`config.mk`:
```
export PLATFORM = sky130hd
export DESIGN_NAME = hilo_wr_sched
export DESIGN_NICKNAME = d
export VERILOG_FILES = /design/src/rtl/hilo_wr_sched.sv
export SDC_FILE = /design/constraint.sdc
export NUM_CORES = 1
export LEC_CHECK = 0
export CORE_MARGIN = 5
export CORE_UTILIZATION = 34
export CTS_CLUSTER_DIAMETER = 80
export CTS_CLUSTER_SIZE = 16
export DETAILED_ROUTE_END_ITERATION = 16
export PLACE_DENSITY = 0.81
export SLEW_MARGIN = 20
export SYNTH_ARGS = -nofsm -noshare
export SYNTH_HDL_FRONTEND = slang
export SYNTH_SLANG_ARGS = --single-unit
```
`constraint.sdc`:
```
create_clock -name clk -period 1.8 [get_ports clk]
set_clock_uncertainty 0.1 [all_clocks]
set_input_delay 0.54 -clock clk [delete_from_list [all_inputs] [get_ports clk]]
set_output_delay 0.54 -clock clk [all_outputs]
set_load 0.02 [all_outputs]
```
`src/rtl/hilo_wr_sched.sv`:
```
// Arbitrates the register-file write port between single-word WB writes and
// 64-bit HI/LO results from the mul/div unit. It also tracks HI/LO hazards for ID.
module hilo_wr_sched #(
    parameter int ADDR_WIDTH = 6,
    parameter int DATA_WIDTH = 32,
    parameter int LO_ADDR    = 32,
    parameter int HI_ADDR    = 33,
    parameter int MAX_WAIT   = 4
) (
    input  logic                      clk,
    input  logic                      rstn,
    input  logic                      md_start_i,
    input  logic                      md_done_i,
    input  logic [2*DATA_WIDTH-1:0]   md_result_i,
    input  logic                      id_valid_i,
    input  logic [ADDR_WIDTH-1:0]     id_raddr1_i,
    input  logic [ADDR_WIDTH-1:0]     id_raddr2_i,
    input  logic                      id_hilo_wr_i,
    output logic                      id_stall_o,
    input  logic                      wb_wen_i,
    input  logic [ADDR_WIDTH-1:0]     wb_waddr_i,
    input  logic [DATA_WIDTH-1:0]     wb_wdata_i,
    output logic                      wb_stall_o,
    output logic                      rf_wen_o,
    output logic [ADDR_WIDTH-1:0]     rf_waddr_o,
    output logic [DATA_WIDTH-1:0]     rf_wdata_o,
    output logic                      rf_double_en_o,
    output logic [2*DATA_WIDTH-1:0]   rf_double_wdata_o,
    output logic                      busy_o,
    output logic                      err_o
);
    localparam int CW = (MAX_WAIT > 0) ? $clog2(MAX_WAIT + 1) : 1;
    localparam logic [CW-1:0]         MAXW = CW'(MAX_WAIT);
    localparam logic [ADDR_WIDTH-1:0] LO_A = ADDR_WIDTH'(LO_ADDR);
    localparam logic [ADDR_WIDTH-1:0] HI_A = ADDR_WIDTH'(HI_ADDR);

    typedef enum logic [1:0] {IDLE, BUSY, PEND} state_t;

    state_t                    state_q;
    logic [2*DATA_WIDTH-1:0]   buf_q;
    logic [CW-1:0]             wait_cnt_q;
    logic                      err_q;

    logic pend, timeout, force_dbl, rd_hilo, wb_hilo;

    always_comb begin
        pend      = (state_q == PEND);
        timeout   = (wait_cnt_q == MAXW);
        // An idle WB slot drains the buffer at once. Otherwise WB wins until the wait budget is used up.
        force_dbl = pend & (~wb_wen_i | timeout);
        rd_hilo   = (id_raddr1_i == LO_A) | (id_raddr1_i == HI_A) |
                    (id_raddr2_i == LO_A) | (id_raddr2_i == HI_A) | id_hilo_wr_i;
        wb_hilo   = (wb_waddr_i == LO_A) | (wb_waddr_i == HI_A);
    end

    assign busy_o            = (state_q != IDLE);
    assign err_o             = err_q;
    assign rf_waddr_o        = wb_waddr_i;
    assign rf_wdata_o        = wb_wdata_i;
    assign rf_double_wdata_o = buf_q;
    assign rf_double_en_o    = rstn & force_dbl;
    assign wb_stall_o        = rstn & pend & wb_wen_i & timeout;
    assign rf_wen_o          = rstn & wb_wen_i & ~(pend & timeout);
    assign id_stall_o        = rstn & busy_o & id_valid_i & rd_hilo;

    always_ff @(posedge clk) begin
        if (!rstn) begin
            state_q    <= IDLE;
            buf_q      <= '0;
            wait_cnt_q <= '0;
            err_q      <= 1'b0;
        end else begin
            case (state_q)
                IDLE: begin
                    if (md_start_i) state_q <= BUSY;
                    if (md_done_i)  err_q   <= 1'b1;
                end
                BUSY: begin
                    if (md_done_i) begin
                        buf_q      <= md_result_i;
                        wait_cnt_q <= '0;
                        state_q    <= PEND;
                    end
                    if (md_start_i) err_q <= 1'b1;
                end
                PEND: begin
                    if (force_dbl)     state_q    <= IDLE;
                    else if (wb_wen_i) wait_cnt_q <= wait_cnt_q + 1'b1;
                    if (md_start_i)    err_q      <= 1'b1;
                end
                default: state_q <= IDLE;
            endcase
            if (busy_o && wb_wen_i && wb_hilo) err_q <= 1'b1;
        end
    end
endmodule

```
==> results by stage <==
Run status:
- The run finished, with violations left.
- The final reports fail on setup timing.

Cells and area:
- Leaving out fill and tap cells, the most frequent cells in the layout are nand2_1, dlygate4sd2_1, dfxtp_1, clkdlybuf4s50_1, a21oi_1.
- Summing all non-filler instances in the final layout gives an area of 0.004912 mm^2.
- The number of nets in the final layout is around 650.
- The post-route netlist has 18.20% of its cells at a drive strength greater than 1.
- The most common cell after layout, fill and taps aside is nand2_1.
- The synthesis-to-layout area growth is 65.10%.
- The post-layout utilization of the core is 56.88%.
- The number of antenna cells inserted is 0.

Clock tree:
- In this run the number of H-tree levels came out at 3.
- The longest clock path from root to sink contains 2 buffers.
- CTS saw 70 sinks.
- After clock tree synthesis, the clock-pin slew on the worst setup and hold paths is ~70 ps.
- Buffers inserted to repair hold after CTS numbered 0.
- CTS placed an instance of clkbuf_8 at the clock tree root.
- The CTS buffer count is 9.
- The later pin in the worst-skew pair is clocked with a latency of 340 ps.
- TritonCTS built the clock tree.

STA:
- Across all setup checks in the final design, the least slack found is -187.8 ps.
- The number of max-slew violations in the final report was 0.
- In the finished design, the share of the clock period the worst path needs comes to 110.4%.
- The maximum clock frequency is roughly 0.50 GHz.
- The transition time at the pin with the least slew margin is 268.8 ps.
- The minimum clock period after layout is 1988 ps.
- Setup violations remaining at the end of the flow were counted as 4.
- Setup repair after global routing could not meet its margin everywhere.
- The total count of hold-check failures in the final report is 0.
- The worst slew margin relative to its limit is 81.83%.

Worst setup path:
- The most critical setup path has its startpoint at id_raddr2_i[3].
- The path type of the worst setup path is primary input to primary output.
- Along the worst path, the maximum fanout reaches 1.
- The critical path capture point type is a primary output.
- STA classifies the critical path startpoint as a primary input.
- Data on the critical path is required at its endpoint by between 1000 and 1500 ps.
- In this run the critical register-to-register path is launched from state_q[1].
- In this run the worst setup path terminates at id_stall_o.
- Data on the critical path arrives at its endpoint at 1350 ps.
- The worst reg2reg path depth is 8.
- The worst reg-to-reg setup slack is 40 ps.
- The endpoint of the most critical register-to-register path is wait_cnt_q[1].

Power and ir drop:
- For this design the ratio of total power to cell area is 788.9 mW/mm^2.
- The analysis attributes to cell leakage a power of 2.116 nW.
- VDD sags by at most 0.3185 mV.

Floorplanning:
- The floorplan step defined a core boundary enclosing 0.008636 mm^2.
- The site row count is 34.
- Once the floorplan was initialized, standard cells occupied 34.45% of the core.
- Measured along the y axis, the die boundary spans a little over 100 um.
- The overall die area is 0.01072 mm^2.
- 229 I/O pins were placed.
- The floorplan step set the die width to a little over 100 um.

Synth:
- The number of nets handed over by synthesis was 507.
- Yosys printed 0 warnings.
- After synthesis, flip-flops and latches occupy 47.10% of the total area.
- The post-synthesis instance total is approximately 380.
- The average instance in the mapped netlist occupies about 7.9 um^2.
- The number of different library cells used by synthesis comes to 29.
- The synthesized flop and latch total is 70.
- After synthesis the cells add up to about 0.0030 mm^2.

Routing:
- For this run, the detailed router's first-pass iteration total came to 4.
- The via total after detailed routing is 2981.
- The number of remaining DRC errors is 0.
- After detailed routing, the number of vias per cell comes to 4.732.
- Wires add up to about 9 mm.
- The number of antenna-violating nets in the routed design is 0.
- The detailed router finished its first iteration with 83 violations.
- The routed wire length per instance is 14.33 um.

Placed design:
- The post-detailed-placement half-perimeter wirelength is 6.567 mm.
- The count of port buffers added during placement is 160.
- At the end of routability-driven placement, the weighted congestion stood at 0.7644.
- Once placement finished, the instance area stood at ~0.0046 mm^2.

Hold path:
- The path class of the tightest hold or removal check is flop to flop.

Run:
- The count of maximum capacitance violations is 0.

Global routing:
- For this run the aggregate overflow at the end of global routing stands at 0.
- The initial antenna violation count is 0.
- The number of global-route vias before repair is 3009.
- The wire length of the first global-routing pass is 14.65 mm.
- Global routing consumed, over all layers together, 16.45% of the routing resources.
- The pin count of the biggest net entering global routing is 36.
## power breakdown
part	leakage, nW	switching, W	internal, W	total (W)
Combinational	1.44	0.000455	0.000455	0.000910
Sequential	0.570	0.0000457	0.00164	0.00168
Clock	0.102	0.000573	0.000709	0.00128
Total	2.12	0.00107	0.00280	0.00388
## registers in the layout (all words and copies together) (netlist names)
name / flops
err_o: 1
rf_double_wdata_o: 64
state_q: 2
wait_cnt_q: 3
## per-layer routing
layer	track usage (%)	part of all wire, %
met1	18.07	39
met4	7.591	2.2
met3	6.654	9.3
met5	0	0
met2	27.60	50
## worst min path at each step
stage                                startpoint                     to  slack (ps)  depth (start not counted)
after floorplan                      state_q[1]             state_q[1]         370                          2
after global placement    rf_double_wdata_o[20]  rf_double_wdata_o[20]         340                          2
after detailed placement  rf_double_wdata_o[57]  rf_double_wdata_o[57]         350                          2
after CTS                 rf_double_wdata_o[57]  rf_double_wdata_o[57]         350                          2
after global routing      rf_double_wdata_o[57]  rf_double_wdata_o[57]         370                          2
final                     rf_double_wdata_o[57]  rf_double_wdata_o[57]         350                          2
## layout make-up
| type | instances | area, um^2 |
|---|---|---|
| fillers | 762 | 3724 |
| clock inverters | 3 | 43.79 |
| clock buffers | 12 | 155.1 |
| flip-flops and latches | 70 | 1409 |
| multi-input cells | 240 | 1315 |
| well taps | 108 | 135.1 |
| inverters | 9 | 41.29 |
| repair buffers | 188 | 1813 |
## synthesized netlist by cell type (all sizes together)
library cell  count  area, um^2
buf              51       365.4
nand2           136       510.5
inv               9       33.78
ha                7       87.58
nor3              2       10.01
o211ai            1       7.510
a211oi            1       7.510
a31oi             4       25.02
a21boi            6       45.04
nor3b             1       7.510
a21oi            64       320.3
nor2              1       3.750
nor2b             1       6.260
or2b              1       8.760
dfxtp            70        1401
nor4b             1       8.760
or3               1       6.260
a311oi            1       8.760
nand3             4       20.02
clkbuf            9       35.03
and2              1       6.260
o32ai             2       17.52
o21ai             3       15.01
mux2i             1       10.01
nand3b            1       7.510
## timing repair
| item | CTS | global route |
|---|---|---|
| buffers inserted | 4 | 2 |
| pin swaps | 10 | 4 |
| gates resized for setup | 195 | 13 |
| endpoints found under the setup margin | 76 | 10 |
| gates cloned | 0 | 0 |
## logic make-up after synthesis
family,share of synthesized area [%]
muxes,0.3364
AOI/OAI and AO/OA,15.01
buffers and inverters,14.59
DFF,47.10
and+or+nand+nor,20.02
adders and majority gates,2.944
## through the flow
stage	instances	setup WS, ps	power (W)	TNS, ps	hold slack, ps
after floorplan	379	-7.287	0.002223	-7.287	370.9
after detailed placement	609	-1033	0.002617	-14570	345.7
after CTS	628	-177.5	0.003886	-516.9	352.3
after global routing	630	-217.6	0.004089	-726.1	366.3
final	630	-187.8	0.003875	-475.2	349.1
after global placement	609	-979.2	0.002594	-12730	340.4
## worst max-delay path, cell delays in order
cell and delay [ps]:
buf_6 100, nor3_4 200, a31oi_4 120, a211oi_4 250
buf_6 150
(Power assumes the default switching activity.)
